<file path="src/rtl/hyperram_arb_if.sv">
`timescale 1ns/1ps
// Requester and controller bus of the HyperRAM arbiter.
interface hyperram_arb_if;
  localparam int unsigned AW = 24;
  localparam int unsigned DW = 16;
  localparam int unsigned CW = 3;

  // requester side
  logic [1:0]    req_i;
  logic [CW-1:0] cmd0_i;
  logic [CW-1:0] cmd1_i;
  logic [AW-1:0] addr0_i;
  logic [AW-1:0] addr1_i;
  logic [DW-1:0] wdata0_i;
  logic [DW-1:0] wdata1_i;
  logic [1:0]    ack_o;
  logic [DW-1:0] rdata_o;
  logic          rvalid_o;
  logic          timeout_o;
  logic          grant_o;

  // controller side
  logic          mem_ready_i;
  logic          mem_busy_i;
  logic          mem_dvalid_i;
  logic [DW-1:0] mem_d_i;
  logic [AW-1:0] mem_a_o;
  logic [DW-1:0] mem_d_o;
  logic [CW-1:0] mem_cmd_o;
  logic          mem_go_o;

  modport slave (
    input  req_i, cmd0_i, cmd1_i, addr0_i, addr1_i, wdata0_i, wdata1_i,
    input  mem_ready_i, mem_busy_i, mem_dvalid_i, mem_d_i,
    output ack_o, rdata_o, rvalid_o, timeout_o, grant_o,
    output mem_a_o, mem_d_o, mem_cmd_o, mem_go_o
  );

  modport master (
    output req_i, cmd0_i, cmd1_i, addr0_i, addr1_i, wdata0_i, wdata1_i,
    output mem_ready_i, mem_busy_i, mem_dvalid_i, mem_d_i,
    input  ack_o, rdata_o, rvalid_o, timeout_o, grant_o,
    input  mem_a_o, mem_d_o, mem_cmd_o, mem_go_o
  );
endinterface

</file>
<file path="src/rtl/hyperram_arb.sv">
`timescale 1ns/1ps
// Round-robin arbiter sharing one HyperRAM controller between two ports,
// with go-pulse shaping, completion capture and a busy watchdog.
module hyperram_arb #(
  parameter int unsigned GO_HOLD = 4,
  parameter int unsigned GO_GAP  = 2,
  parameter int unsigned TIMEOUT = 1023
) (
  input  logic          clk_i,
  input  logic          rst_i,
  hyperram_arb_if.slave bus
);
  localparam int unsigned AW    = 24;
  localparam int unsigned DW    = 16;
  localparam int unsigned CW    = 3;
  localparam int unsigned CNT_W = 10;

  typedef enum logic [2:0] {
    S_WAIT_READY = 3'd0,
    S_IDLE       = 3'd1,
    S_ISSUE      = 3'd2,
    S_BUSY       = 3'd3,
    S_GAP        = 3'd4
  } state_e;

  state_e          state_q, state_d;
  logic [CNT_W-1:0] cnt_q, cnt_d;
  logic            last_q, last_d;
  logic            grant_q, grant_d;
  logic            go_q, go_d;
  logic [1:0]      ack_q, ack_d;
  logic [DW-1:0]   rdata_q, rdata_d;
  logic            rvalid_q, rvalid_d;
  logic            timeout_q, timeout_d;
  logic [CW-1:0]   cmd_q, cmd_d;
  logic [AW-1:0]   addr_q, addr_d;
  logic [DW-1:0]   wdata_q, wdata_d;

  logic start_c, win_c, issue_done_c, done_c, wd_exp_c, gap_done_c, is_read_c;

  // Shared decode: winner selection and phase-end conditions.
  always_comb begin
    start_c      = bus.mem_ready_i && (bus.req_i != 2'b00);
    win_c        = (bus.req_i == 2'b11) ? ~last_q : bus.req_i[1];
    issue_done_c = (cnt_q == CNT_W'(GO_HOLD - 1));
    done_c       = !bus.mem_busy_i;
    wd_exp_c     = (cnt_q == CNT_W'(TIMEOUT));
    gap_done_c   = (cnt_q == CNT_W'(GO_GAP - 1));
    is_read_c    = (cmd_q == 3'b010) || (cmd_q == 3'b011) || (cmd_q == 3'b111);
  end

  // State and registered outputs.
  always_ff @(posedge clk_i) begin
    if (rst_i) begin
      state_q   <= S_WAIT_READY;
      cnt_q     <= '0;
      last_q    <= 1'b1;
      grant_q   <= 1'b0;
      go_q      <= 1'b0;
      ack_q     <= '0;
      rdata_q   <= '0;
      rvalid_q  <= 1'b0;
      timeout_q <= 1'b0;
      cmd_q     <= '0;
      addr_q    <= '0;
      wdata_q   <= '0;
    end else begin
      state_q   <= state_d;
      cnt_q     <= cnt_d;
      last_q    <= last_d;
      grant_q   <= grant_d;
      go_q      <= go_d;
      ack_q     <= ack_d;
      rdata_q   <= rdata_d;
      rvalid_q  <= rvalid_d;
      timeout_q <= timeout_d;
      cmd_q     <= cmd_d;
      addr_q    <= addr_d;
      wdata_q   <= wdata_d;
    end
  end

  // Next-state selection.
  always_comb begin
    state_d = state_q;
    unique case (state_q)
      S_WAIT_READY: if (bus.mem_ready_i) state_d = S_IDLE;
      S_IDLE: begin
        if (!bus.mem_ready_i) state_d = S_WAIT_READY;
        else if (start_c)     state_d = S_ISSUE;
      end
      S_ISSUE: if (issue_done_c) state_d = S_BUSY;
      S_BUSY: begin
        if (done_c)        state_d = S_GAP;
        else if (wd_exp_c) state_d = S_WAIT_READY;
      end
      S_GAP: begin
        if (!bus.mem_ready_i) state_d = S_WAIT_READY;
        else if (gap_done_c)  state_d = S_IDLE;
      end
      default: state_d = S_WAIT_READY;
    endcase
  end

  // Next values of counter, command bus and completion outputs.
  always_comb begin
    cnt_d     = cnt_q;
    last_d    = last_q;
    grant_d   = grant_q;
    go_d      = 1'b0;
    ack_d     = 2'b00;
    rdata_d   = rdata_q;
    rvalid_d  = 1'b0;
    timeout_d = 1'b0;
    cmd_d     = cmd_q;
    addr_d    = addr_q;
    wdata_d   = wdata_q;
    unique case (state_q)
      S_IDLE: begin
        if (start_c) begin
          grant_d = win_c;
          cmd_d   = win_c ? bus.cmd1_i   : bus.cmd0_i;
          addr_d  = win_c ? bus.addr1_i  : bus.addr0_i;
          wdata_d = win_c ? bus.wdata1_i : bus.wdata0_i;
          go_d    = 1'b1;
          cnt_d   = '0;
        end
      end
      S_ISSUE: begin
        go_d  = !issue_done_c;
        cnt_d = issue_done_c ? '0 : cnt_q + CNT_W'(1);
      end
      S_BUSY: begin
        if (done_c) begin
          ack_d  = grant_q ? 2'b10 : 2'b01;
          last_d = grant_q;
          cnt_d  = '0;
          if (is_read_c) begin
            rdata_d  = bus.mem_d_i;
            rvalid_d = bus.mem_dvalid_i;
          end
        end else if (wd_exp_c) begin
          ack_d     = grant_q ? 2'b10 : 2'b01;
          timeout_d = 1'b1;
          last_d    = grant_q;
          cnt_d     = '0;
        end else begin
          cnt_d = cnt_q + CNT_W'(1);
        end
      end
      S_GAP: cnt_d = gap_done_c ? '0 : cnt_q + CNT_W'(1);
      default: ;
    endcase
  end

  assign bus.ack_o     = ack_q;
  assign bus.rdata_o   = rdata_q;
  assign bus.rvalid_o  = rvalid_q;
  assign bus.timeout_o = timeout_q;
  assign bus.grant_o   = grant_q;
  assign bus.mem_a_o   = addr_q;
  assign bus.mem_d_o   = wdata_q;
  assign bus.mem_cmd_o = cmd_q;
  assign bus.mem_go_o  = go_q;
endmodule

</file>
<file path="src/flat_wrapper.sv">
// flat-port wrapper written by rule: the top's interface ports become plain ports
module hyperram_arb_flat 
#(
  parameter int unsigned GO_HOLD = 4,
  parameter int unsigned GO_GAP  = 2,
  parameter int unsigned TIMEOUT = 1023
)
  (clk_i, rst_i, bus_req_i, bus_cmd0_i, bus_cmd1_i, bus_addr0_i, bus_addr1_i, bus_wdata0_i, bus_wdata1_i, bus_mem_ready_i, bus_mem_busy_i, bus_mem_dvalid_i, bus_mem_d_i, bus_ack_o, bus_rdata_o, bus_rvalid_o, bus_timeout_o, bus_grant_o, bus_mem_a_o, bus_mem_d_o, bus_mem_cmd_o, bus_mem_go_o);
  hyperram_arb_if bus_i ();
  input  logic clk_i;
  input  logic rst_i;
  input wire logic [$bits(bus_i.req_i)-1:0] bus_req_i;
  input wire logic [$bits(bus_i.cmd0_i)-1:0] bus_cmd0_i;
  input wire logic [$bits(bus_i.cmd1_i)-1:0] bus_cmd1_i;
  input wire logic [$bits(bus_i.addr0_i)-1:0] bus_addr0_i;
  input wire logic [$bits(bus_i.addr1_i)-1:0] bus_addr1_i;
  input wire logic [$bits(bus_i.wdata0_i)-1:0] bus_wdata0_i;
  input wire logic [$bits(bus_i.wdata1_i)-1:0] bus_wdata1_i;
  input wire logic [$bits(bus_i.mem_ready_i)-1:0] bus_mem_ready_i;
  input wire logic [$bits(bus_i.mem_busy_i)-1:0] bus_mem_busy_i;
  input wire logic [$bits(bus_i.mem_dvalid_i)-1:0] bus_mem_dvalid_i;
  input wire logic [$bits(bus_i.mem_d_i)-1:0] bus_mem_d_i;
  output wire logic [$bits(bus_i.ack_o)-1:0] bus_ack_o;
  output wire logic [$bits(bus_i.rdata_o)-1:0] bus_rdata_o;
  output wire logic [$bits(bus_i.rvalid_o)-1:0] bus_rvalid_o;
  output wire logic [$bits(bus_i.timeout_o)-1:0] bus_timeout_o;
  output wire logic [$bits(bus_i.grant_o)-1:0] bus_grant_o;
  output wire logic [$bits(bus_i.mem_a_o)-1:0] bus_mem_a_o;
  output wire logic [$bits(bus_i.mem_d_o)-1:0] bus_mem_d_o;
  output wire logic [$bits(bus_i.mem_cmd_o)-1:0] bus_mem_cmd_o;
  output wire logic [$bits(bus_i.mem_go_o)-1:0] bus_mem_go_o;
  assign bus_i.req_i = bus_req_i;
  assign bus_i.cmd0_i = bus_cmd0_i;
  assign bus_i.cmd1_i = bus_cmd1_i;
  assign bus_i.addr0_i = bus_addr0_i;
  assign bus_i.addr1_i = bus_addr1_i;
  assign bus_i.wdata0_i = bus_wdata0_i;
  assign bus_i.wdata1_i = bus_wdata1_i;
  assign bus_i.mem_ready_i = bus_mem_ready_i;
  assign bus_i.mem_busy_i = bus_mem_busy_i;
  assign bus_i.mem_dvalid_i = bus_mem_dvalid_i;
  assign bus_i.mem_d_i = bus_mem_d_i;
  assign bus_ack_o = bus_i.ack_o;
  assign bus_rdata_o = bus_i.rdata_o;
  assign bus_rvalid_o = bus_i.rvalid_o;
  assign bus_timeout_o = bus_i.timeout_o;
  assign bus_grant_o = bus_i.grant_o;
  assign bus_mem_a_o = bus_i.mem_a_o;
  assign bus_mem_d_o = bus_i.mem_d_o;
  assign bus_mem_cmd_o = bus_i.mem_cmd_o;
  assign bus_mem_go_o = bus_i.mem_go_o;
  hyperram_arb #(.GO_HOLD(GO_HOLD), .GO_GAP(GO_GAP), .TIMEOUT(TIMEOUT)) u_core (.clk_i(clk_i), .rst_i(rst_i), .bus(bus_i));
endmodule
</file>
<file path="config.mk">
export PLATFORM = sky130hd
export DESIGN_NAME = hyperram_arb_flat
export DESIGN_NICKNAME = d
export VERILOG_FILES = /design/src/rtl/hyperram_arb_if.sv /design/src/rtl/hyperram_arb.sv /design/src/flat_wrapper.sv
export SDC_FILE = /design/constraint.sdc
export NUM_CORES = 1
export LEC_CHECK = 0
export CORE_MARGIN = 2
export CORE_UTILIZATION = 41
export DETAILED_ROUTE_END_ITERATION = 12
export GPL_ROUTABILITY_DRIVEN = 0
export PLACE_DENSITY = 0.81
export SYNTH_ARGS = -nofsm -noshare
export SYNTH_HDL_FRONTEND = slang
export SYNTH_SLANG_ARGS = --single-unit
</file>
<file path="constraint.sdc">
create_clock -name clk_i -period 1.99 [get_ports clk_i]
set_input_delay 0.2985 -clock clk_i [delete_from_list [all_inputs] [get_ports clk_i]]
set_output_delay 0.2985 -clock clk_i [all_outputs]
set_load 0.02 [all_outputs]
</file>
* Word-level counts from Yosys, hierarchy flattened
Cells that the tools add are included.
Storage, ports and cells: bits in latches 0, memories kept 0, logic and storage cells 77, bits in writable memories 0, register bits after elaboration 79, memory bits (read-only) 0
Operators by class: order comparisons 0, add/subtract/negate cells 1, shift-type cells 0, $mul 0, div/mod/pow operators 0, bitwise logic cells 4, reduce and logical (&&, ||, !) cells 15, muxes and demuxes 27, equal/unequal tests 18
Operator list (number):
- $mux W10 | 5
- $pmux W10 S4 | 1
- $mux W3 | 9
- $mux W24 | 1
- $mux W16 | 1
- $pmux W3 S5 | 1
- $eq A3 B2 Y1 const B | 4
- $add A10 B1 Y10 const B | 1
- $eq A10 B1 Y1 const B | 1
- $eq A10 B10 Y1 const B | 1
- $eq A10 B2 Y1 const B | 1
- $ne A3 B2 Y1 const B | 3
- $eq A3 B3 Y1 const B | 2
- $mux W2 | 3
- $ne A2 B1 Y1 const B | 3
- $reduce_and A2 Y1 | 3
- $mux W1 | 5
- $reduce_and A5 Y1 | 1
- $not A1 Y1 | 4
- $reduce_bool A4 Y1 | 1
- $reduce_or A4 Y1 | 1
- $eq A3 B1 Y1 const B | 1
- $logic_not A3 Y1 | 1
- $reduce_and A3 Y1 | 1
- other kinds (9) | 10

* Depth between registers and ports, before layout
Gate-level depths: netlist of the first run.
depth in word-level cells 5, depth in mapped cells 8, depth with buffers taken out 7

* Least setup slack after synthesis of the first run
Ideal clock, no wire load.
path kind register to register, from reg u_core.cnt_q[0], to reg u_core.cnt_q[5], cell stages (with the launch flop) 9, setup slack 157 ps, clock period less this slack 1833 ps, data arrival time 1764 ps, cell sequence dfxtp_1 > ha_1 > and4_4 > buf_6 > a311o_1 > a31oi_4 > buf_6 > a21oi_1 > o21ai_1
On the way: longest elaborated chain between the ends 4, elaborated cells between the ends (all ways) 9, classes of those cells 1 x add/sub; 3 x eq/ne; 5 x mux
RTL lines:
- start, declared | line hyperram_arb.sv:27 | logic [CNT_W-1:0] cnt_q, cnt_d;
- start signal, assigned | line hyperram_arb.sv:69 | cnt_q <= cnt_d;
- $add A10 B1 Y10 or $eq A10 B10 Y1 (tied branches)
- $mux W10 | line hyperram_arb.sv:142 | end else if (wd_exp_c) begin
- $mux W10 | line hyperram_arb.sv:134 | if (done_c) begin
- $pmux W10 S4 (*) | line hyperram_arb.sv:118 | unique case (state_q)
Mark *: on every way between the ends. The rest lies on a longest branch, timed or not. A chain may end at the register's enable or synchronous reset.

* Worst setup path after layout of the first run
from reg u_core.cnt_q[1], to reg u_core.cnt_q[3]
The elaborated chain is that of the path after synthesis.

==> metrics.md, run 1 <==
| Metric | Value |
|---|---|
| Status | completed |
| Syn_area_per_cell | ~9.4 um2 |
| Peak VDD IR | between 0.0003 and 0.0004 V |
| Met2 Use GR | 35.4% |
| Layout cells sized above 1 | under 10% |
| Post-synth EDFFs | 0 |
| Total length of routed wires | approximately 9.6 mm |
| CTS tree | built |
| Setup violators final | 0 |
| FMAX | 520 MHz |
| Vias per cell | between 5 and 6 |
| Hold_buf cts | 0 |
| GR Overflow Total | 0 |
| P_leak | around 2.1 nW |
| Drt pass-1 iters | 4 |
| CTS H-tree lvls | 3 |
| Area occupied by multi-input gates | 0.00179 mm2 |
| Synth Register Bits | between 70 and 80 |
| First-pass GRT wire length | ~16 mm |
| Max Buffers Root-to-Sink | 2 |
| Area of the core | slightly above 0.008 mm2 |
| Switching Share | a little over a quarter |
| Register area | about 0.0016 mm2 |
| Crit Path Category | reg -> reg |
| Tcrit/Tclk final | between 90% and 100% |
| Worst skew pair latency | approximately 0.35 ns |
| Seq/Total Area, Yosys | between 40% and 50% |
| Initial core utilization | ~43% |
| TNS Setup | 0 ns |
| Drt initial violations | 123 |
| Slew HR | ~60% |
| Power Density | a little over 700 mW/mm2 |
| Area contributors post-synth | dfxtp_1 45%, mux2i_1 17%, a211oi_1 9.3%, nor2_1 7.4%, clkbuf_1 1.6% |
| Total Die Area | 0.00939 mm2 |
| Final worst slack | a little under 0.07 ns |
| Placed Instances | 645 |
| Commonest non-fill, non-tap cells in the layout | 172 x clkdlybuf4s50_1, 79 x dfxtp_1, 70 x nor2_1, 60 x mux2i_1, 44 x a211oi_1 |
| Mapped Area | around 0.0035 mm2 |
| Min Tclk post-route | roughly 1.9 ns |
| Tightest Pin Transition | approximately 0.59 ns |
| Post-synth net total | approximately 490 |
| Hold Fails Final Rpt | 0 |
| Wire per inst | 14.5 um |
| Switching power | ~1.1 mW |
| Clock sinks | 79 |
| CP cell instances | ha_2, and4_4, a311o_1, a31oi_4, buf_12, a21o_2, a22o_2 |
| Max-Cap Viols | 0 |
| GRT met1 Usage | 23.5% |
| GRT Total Usage | 20.4% |
| Part of the power in registers | between 40 and 50% |
| Final ANT Viol Nets | 0 |
| Clock Skew | around 0.013 ns |
| Clock power frac | 30.9% |
| Main synth FF type | dfxtp_1 |
| Diode count | 0 |
| Comb power frac | about 25% |
| Setup WS pre-CTS | -0.0168 ns |
| Fill cell count | roughly 660 |
| Pins Over Slew Limit | 0 |
| Initial antenna violation count | 0 |
| Top Ports | roughly 170 |
| Commonest non-fill, non-tap cell in the layout | clkdlybuf4s50_1 |
| Clk root buf | clkbuf_8 |
| Busiest grt layer | met2 |
| Critical Path Sink Type | register |
| Syn Inst Count | between 300 and 400 |
| Final #Nets | between 600 and 700 |
| CP Launch Type | register |
| IO buf count | between 150 and 200 |
| Drt drc | 0 |
| M3 GR Usage | under 10% |
| Power Internal | slightly below 3 mW |
| Clock-pin slew on the worst setup and hold paths | 0.08 ns |
| CP Data Required Time | 2.24 ns |
| Via count | roughly 3400 |
| Worst-path fanout max | 11 |
| Unique masters post-synth | 46 |
| Largest net degree at the start of global routing | 59 |
| FFs w/ async S/R, synth | 0% |
| Cell taking the most area after synthesis | dfxtp_1 |
| CTS Buf Count | 9 |
| Area Overhead vs Synth | 60.8% |
| CP Data Arrival Time | 2.17 ns |
| Number of global-route vias before repair | ~3200 |
| CP max stage cell | dfxtp_1 |
| Synth top area share | about 45% |
| Ys Warns | 0 |
| Hold WC Path Type | in -> reg |
| Chip Width | 96.9 um |
| FP Rows | 33 |
| Hpwl dp | roughly 7.3 mm |
| CP peak stage delay | about 0.37 ns |
| Vert. Die Dim | roughly 97 um |
| Fin cells | about 660 |
-- power by group through the flow --
stage	sequential, mW	combinational [mW]	clock, mW
global route	1.77	1.11	1.35
detailed placement	1.79	1.02	0
global placement	1.79	1.00	0
floorplan	1.90	0.387	0
CTS	1.76	1.02	1.28
finish	1.76	1.02	1.24
-- flip-flops by register name, summed over array words and instances (netlist names) --
register	flops
u_core.bus.mem_d_o	16
u_core.bus.mem_cmd_o	3
u_core.bus.mem_go_o	1
u_core.state_q	3
u_core.bus.rdata_o	16
u_core.bus.timeout_o	1
u_core.last_q	1
u_core.bus.rvalid_o	1
u_core.bus.ack_o	2
u_core.cnt_q	10
u_core.bus.mem_a_o	24
u_core.bus.grant_o	1
-- critical path, delay by kind of cell, from the launching register on --
| family | cells | cell delay, ns |
|---|---|---|
| flip-flops | 1 | 0.37 |
| AO/OA/AOI/OAI | 4 | 0.75 |
| AND/OR/NAND/NOR | 1 | 0.29 |
| adder cells (fa/ha/maj) | 1 | 0.24 |
| buffers and inverters | 1 | 0.16 |
-- cell type report --
| class | count | share of cell area (%) |
|---|---|---|
| Inverter | 9 | 0.594 |
| Clock buffer | 10 | 2.24 |
| Sequential cell | 79 | 27.8 |
| Multi-Input combinational cell | 260 | 31.4 |
| Clock inverter | 4 | 1.28 |
| Timing Repair Buffer | 195 | 34.4 |
| Tap cell | 105 | 2.31 |
-- path summary, 6_finish.rpt --
kind	from	depth (start not counted)	end	slack, ns
setup / recovery	u_core.cnt_q[1]	7	u_core.cnt_q[3]	0.07
hold / removal	rst_i	2	u_core.bus.rdata_o[14]	0.37
setup reg to reg	u_core.cnt_q[1]	7	u_core.cnt_q[3]	0.07
hold reg to reg	u_core.bus.mem_a_o[12]	2	u_core.bus.mem_a_o[12]	0.50
-- cells by family after synthesis --
logic type	after synthesis	synth area share, %
mux	60	17.0
compound gates	78	16.4
buf+inv	38	5.38
flops	79	44.7
simple gates	117	15.1
xor+xnor	3	0.743
fa+ha+maj	2	0.707
-- Yosys cell counts (all sizes together) (2+ instances only) --
library cell and count:
nor3 4, o211ai 2, a21oi 6, inv 9
nor4b 2, nand3b 2, and4 2, ha 2
a211oi 44, nor3b 3, a31oi 6, mux2i 60
buf 13, nand2 14, dfxtp 79, nor2 70
nand3 8, o21ai 7, or2 3, clkbuf 16
xnor2 2, a22o 4, and3 2, nor4 4
-- repair_timing --
item | CTS | global route
setup buffers | 0 | 3
gates resized for setup | 0 | 1
setup endpoints to repair | 0 | 21
-- routing by layer --
layer / routed length, um / up-vias
li1: - / 1701
met1: 3800 / 1520
met2: 4790 / 141
met3: 751 / 21
met4: 251 / 0
met5: 0 / -
-- through the flow --
step | instance area, um2 | utilization (%) | hold WS [ns] | power, mW
floorplan | 3540 | - | 0.427 | 2.29
global placement | 5450 | 65.7 | 0.474 | 2.79
detailed placement | 5450 | 65.7 | 0.490 | 2.82
CTS | 5650 | 68.1 | 0.359 | 4.06
global route | 5690 | 68.5 | 0.401 | 4.23
finish | 5690 | 68.5 | 0.366 | 4.02
Power figures use the tool's default switching activity.
==> run 2: changes to the inputs <==
--- a/config.mk
+++ b/config.mk
@@ -5,6 +5,7 @@
 export SDC_FILE = /design/constraint.sdc
 export NUM_CORES = 1
 export LEC_CHECK = 0
+export CORE_ASPECT_RATIO = 1.4
 export CORE_MARGIN = 2
 export CORE_UTILIZATION = 41
 export DETAILED_ROUTE_END_ITERATION = 12
==> run 2 against run 1 <==
Effect of this change:
- worst hold slack better by 0.028 ns
- core utilization down 1.4 points
- non-clock buffer count down 4
- critical path depth down 2
- wire length up 1.8%
- first-iteration DRC count up 37%
- cell count down 0.30%
- largest cell class unchanged
- clock power up 23%
- cell area up 0.40%
- clock-buffer cell count up 3
- highest routed layer unchanged
- fmax up 1.5%
==> metrics.md, run 2 (same netlist as run 1, synthesis figures left out) <==
| Metric | Value |
|---|---|
| Final worst slack | 0.0953 ns (+0.0276 ns) |
| Hold Fails Final Rpt | 0 (unchanged) |
| Status | completed |
| Switching power | 1.15 mW (+6.2%) |
| Slew HR | 67.7% (+7.6 points) |
| P_leak | 2.16 nW (+0.50%) |
| Drt drc | 0 (unchanged) |
| CP max stage cell | dfxtp_1 |
| Final #Nets | 661 (-0.60%) |
| Tightest Pin Transition | 0.480 ns (-0.113 ns) |
| Largest delay contributor family on the critical path | compound AO/OA/AOI/OAI gates |
| Via count | 3377 (-0.18%) |
| CP peak stage delay | 0.51 ns (+0.14 ns) |
| Part of the power in registers | 41.0% (-2.7 points) |
| Area Overhead vs Synth | 61.4% |
| Total length of routed wires | 9.76 mm (+1.8%) |
| Hold WC Path Type | in -> reg |
| Critical Path Sink Type | register |
| Min Tclk post-route | 1.89 ns (-0.0276 ns) |
| Top Ports | 174 (unchanged) |
| CP cell instances | nand3b_1, a311o_1, a31oi_4, a21o_2, a22o_2 |
| Hpwl dp | 7.53 mm (+2.9%) |
| Wire per inst | 14.8 um (+2.1%) |
| Drt initial violations | 168 (+37%) |
| Max reg flops | 24 (unchanged) |
| Max-Cap Viols | 0 (unchanged) |
| Setup violators final | 0 (unchanged) |
| Commonest non-fill, non-tap cells in the layout | 172 x clkdlybuf4s50_1, 79 x dfxtp_1, 70 x nor2_1, 60 x mux2i_1, 44 x a211oi_1 |
| CP bufs+invs | 0 (-1) |
| Clock-pin slew on the worst setup and hold paths | 0.06 ns (-0.02 ns) |
| Pins Over Slew Limit | 0 (unchanged) |
| CTS H-tree lvls | 3 (unchanged) |
| Chip Width | 82.5 um (-15%) |
| Unrepaired setup endpoints after global routing | true |
| Power Internal | 3.15 mW (+7.2%) |
| Clk root buf | clkbuf_16 |
| Clock Skew | 0.00484 ns (-0.00776 ns) |
| Diode count | 0 (unchanged) |
| CTS Buf Count | 9 (unchanged) |
| Tcrit/Tclk final | 95.2% (-1.4 points) |
| GR Overflow Total | 0 (unchanged) |
| Initial antenna violation count | 0 (unchanged) |
| CP Launch Type | register |
| Vert. Die Dim | 114 um (+18%) |
| Total Die Area | 0.00940 mm2 (+0.12%) |
| Number of global-route vias before repair | 3344 (+3.7%) |
| Post-CTS Setup Bufs | 0 (unchanged) |
| CP Data Required Time | 2.27 ns (+0.03 ns) |
| Vias per cell | 5.12 (+0.13%) |
| Largest net degree at the start of global routing | 59 (unchanged) |
| Drt pass-1 iters | 4 (unchanged) |
| Area of the core | 0.00851 mm2 (+2.5%) |
| Commonest non-fill, non-tap cell in the layout | clkdlybuf4s50_1 |
| Worst-path fanout max | 12 (+1) |
| Max Buffers Root-to-Sink | 2 (unchanged) |
| Peak VDD IR | 0.000547 V (+62%) |
| Layout cells sized above 1 | 8.29% (-0.51 points) |
| Final ANT Viol Nets | 0 (unchanged) |
| First-pass GRT wire length | 15.5 mm (-1.5%) |
| Setup WS pre-CTS | 0.0416 ns (+0.0584 ns) |
| FP Rows | 40 (+21%) |
| Switching Share | 26.8% (-0.18 points) |
| Power Total | 4.30 mW (+6.9%) |
| Fin cells | 660 (-0.30%) |
| Initial core utilization | 41.6% (-1.0 points) |
| GRT Total Usage | 21.4% (+0.97 points) |
| CTS tree | built |
| Hold_buf cts | 0 (unchanged) |
| Fill cell count | 714 (+8.7%) |
| Clock sinks | 79 (unchanged) |
| Power Density | 754 mW/mm2 (+6.5%) |
| Comb power frac | 23.7% (-1.7 points) |
| FMAX | 528 MHz (+1.5%) |
| Worst skew pair latency | 0.33 ns (-0.02 ns) |
| CP Data Arrival Time | 2.17 ns (about the same) |
| Crit Path Category | reg -> reg |
| Clock power frac | 35.3% (+4.4 points) |
| Placed Instances | 644 (-0.16%) |
| IO buf count | 173 (unchanged) |
## run 2: area by class of cell
class | instances | area, um2 | area share (%)
repair buffers | 191 | 1900 | 33.3
well taps | 105 | 131 | 2.30
clock inverters | 3 | 17.5 | 0.307
multi-input cells | 260 | 1790 | 31.3
flip-flops and latches | 79 | 1580 | 27.7
inverters | 9 | 33.8 | 0.592
clock buffers | 13 | 260 | 4.56
## run 2: final timing paths
path / start / to / slack [ns] / cells past startpoint
max reg2reg: u_core.state_q[0] / u_core.cnt_q[3] / 0.1 / 5
min reg2reg: u_core.bus.rdata_o[3] / u_core.bus.rdata_o[3] / 0.49 / 2
min: rst_i / u_core.cnt_q[5] / 0.39 / 4
max: u_core.state_q[0] / u_core.cnt_q[3] / 0.1 / 5
## run 2: repair_timing
item / in CTS / in global routing
endpoints found under the hold margin: 0 / 0
resized for setup: 0 / 1
endpoints found under the setup margin: 0 / 2
## run 2: routing by layer
metal | vias to the layer above | global-route usage, % | part of all wire (%)
met3 | 29 | 4.83 | 5.8
met1 | 1512 | 22.7 | 37
li1 | 1712 | - | -
met4 | 0 | 11.3 | 3.4
met5 | - | 0 | 0
met2 | 124 | 38.1 | 54
## run 2: power groups by stage
stage	clock, mW	sequential [mW]	combinational [mW]
after floorplan	0	1.90	0.387
after global placement	0	1.79	0.999
after detailed placement	0	1.80	1.02
after CTS	1.55	1.76	1.03
after global routing	1.61	1.78	1.10
final	1.52	1.76	1.02
## run 2: worst reg2reg max path, stage by stage, from the launching register on
cell      delay (ns)
dfxtp_1         0.51
nand3b_1        0.28
a311o_1         0.40
a31oi_4         0.35
a21o_2          0.19
a22o_2          0.11
## run 2: stage by stage
stage | util (%) | cell area [um2] | TNS (ns) | hold WS, ns
finish | 67.1 | 5710 | 0 | 0.394
global placement | 63.8 | 5430 | 0 | 0.476
floorplan | - | 3540 | 0 | 0.427
CTS | 67.1 | 5710 | 0 | 0.378
global route | 67.1 | 5710 | -0.00488 | 0.410
detailed placement | 63.8 | 5430 | 0 | 0.484
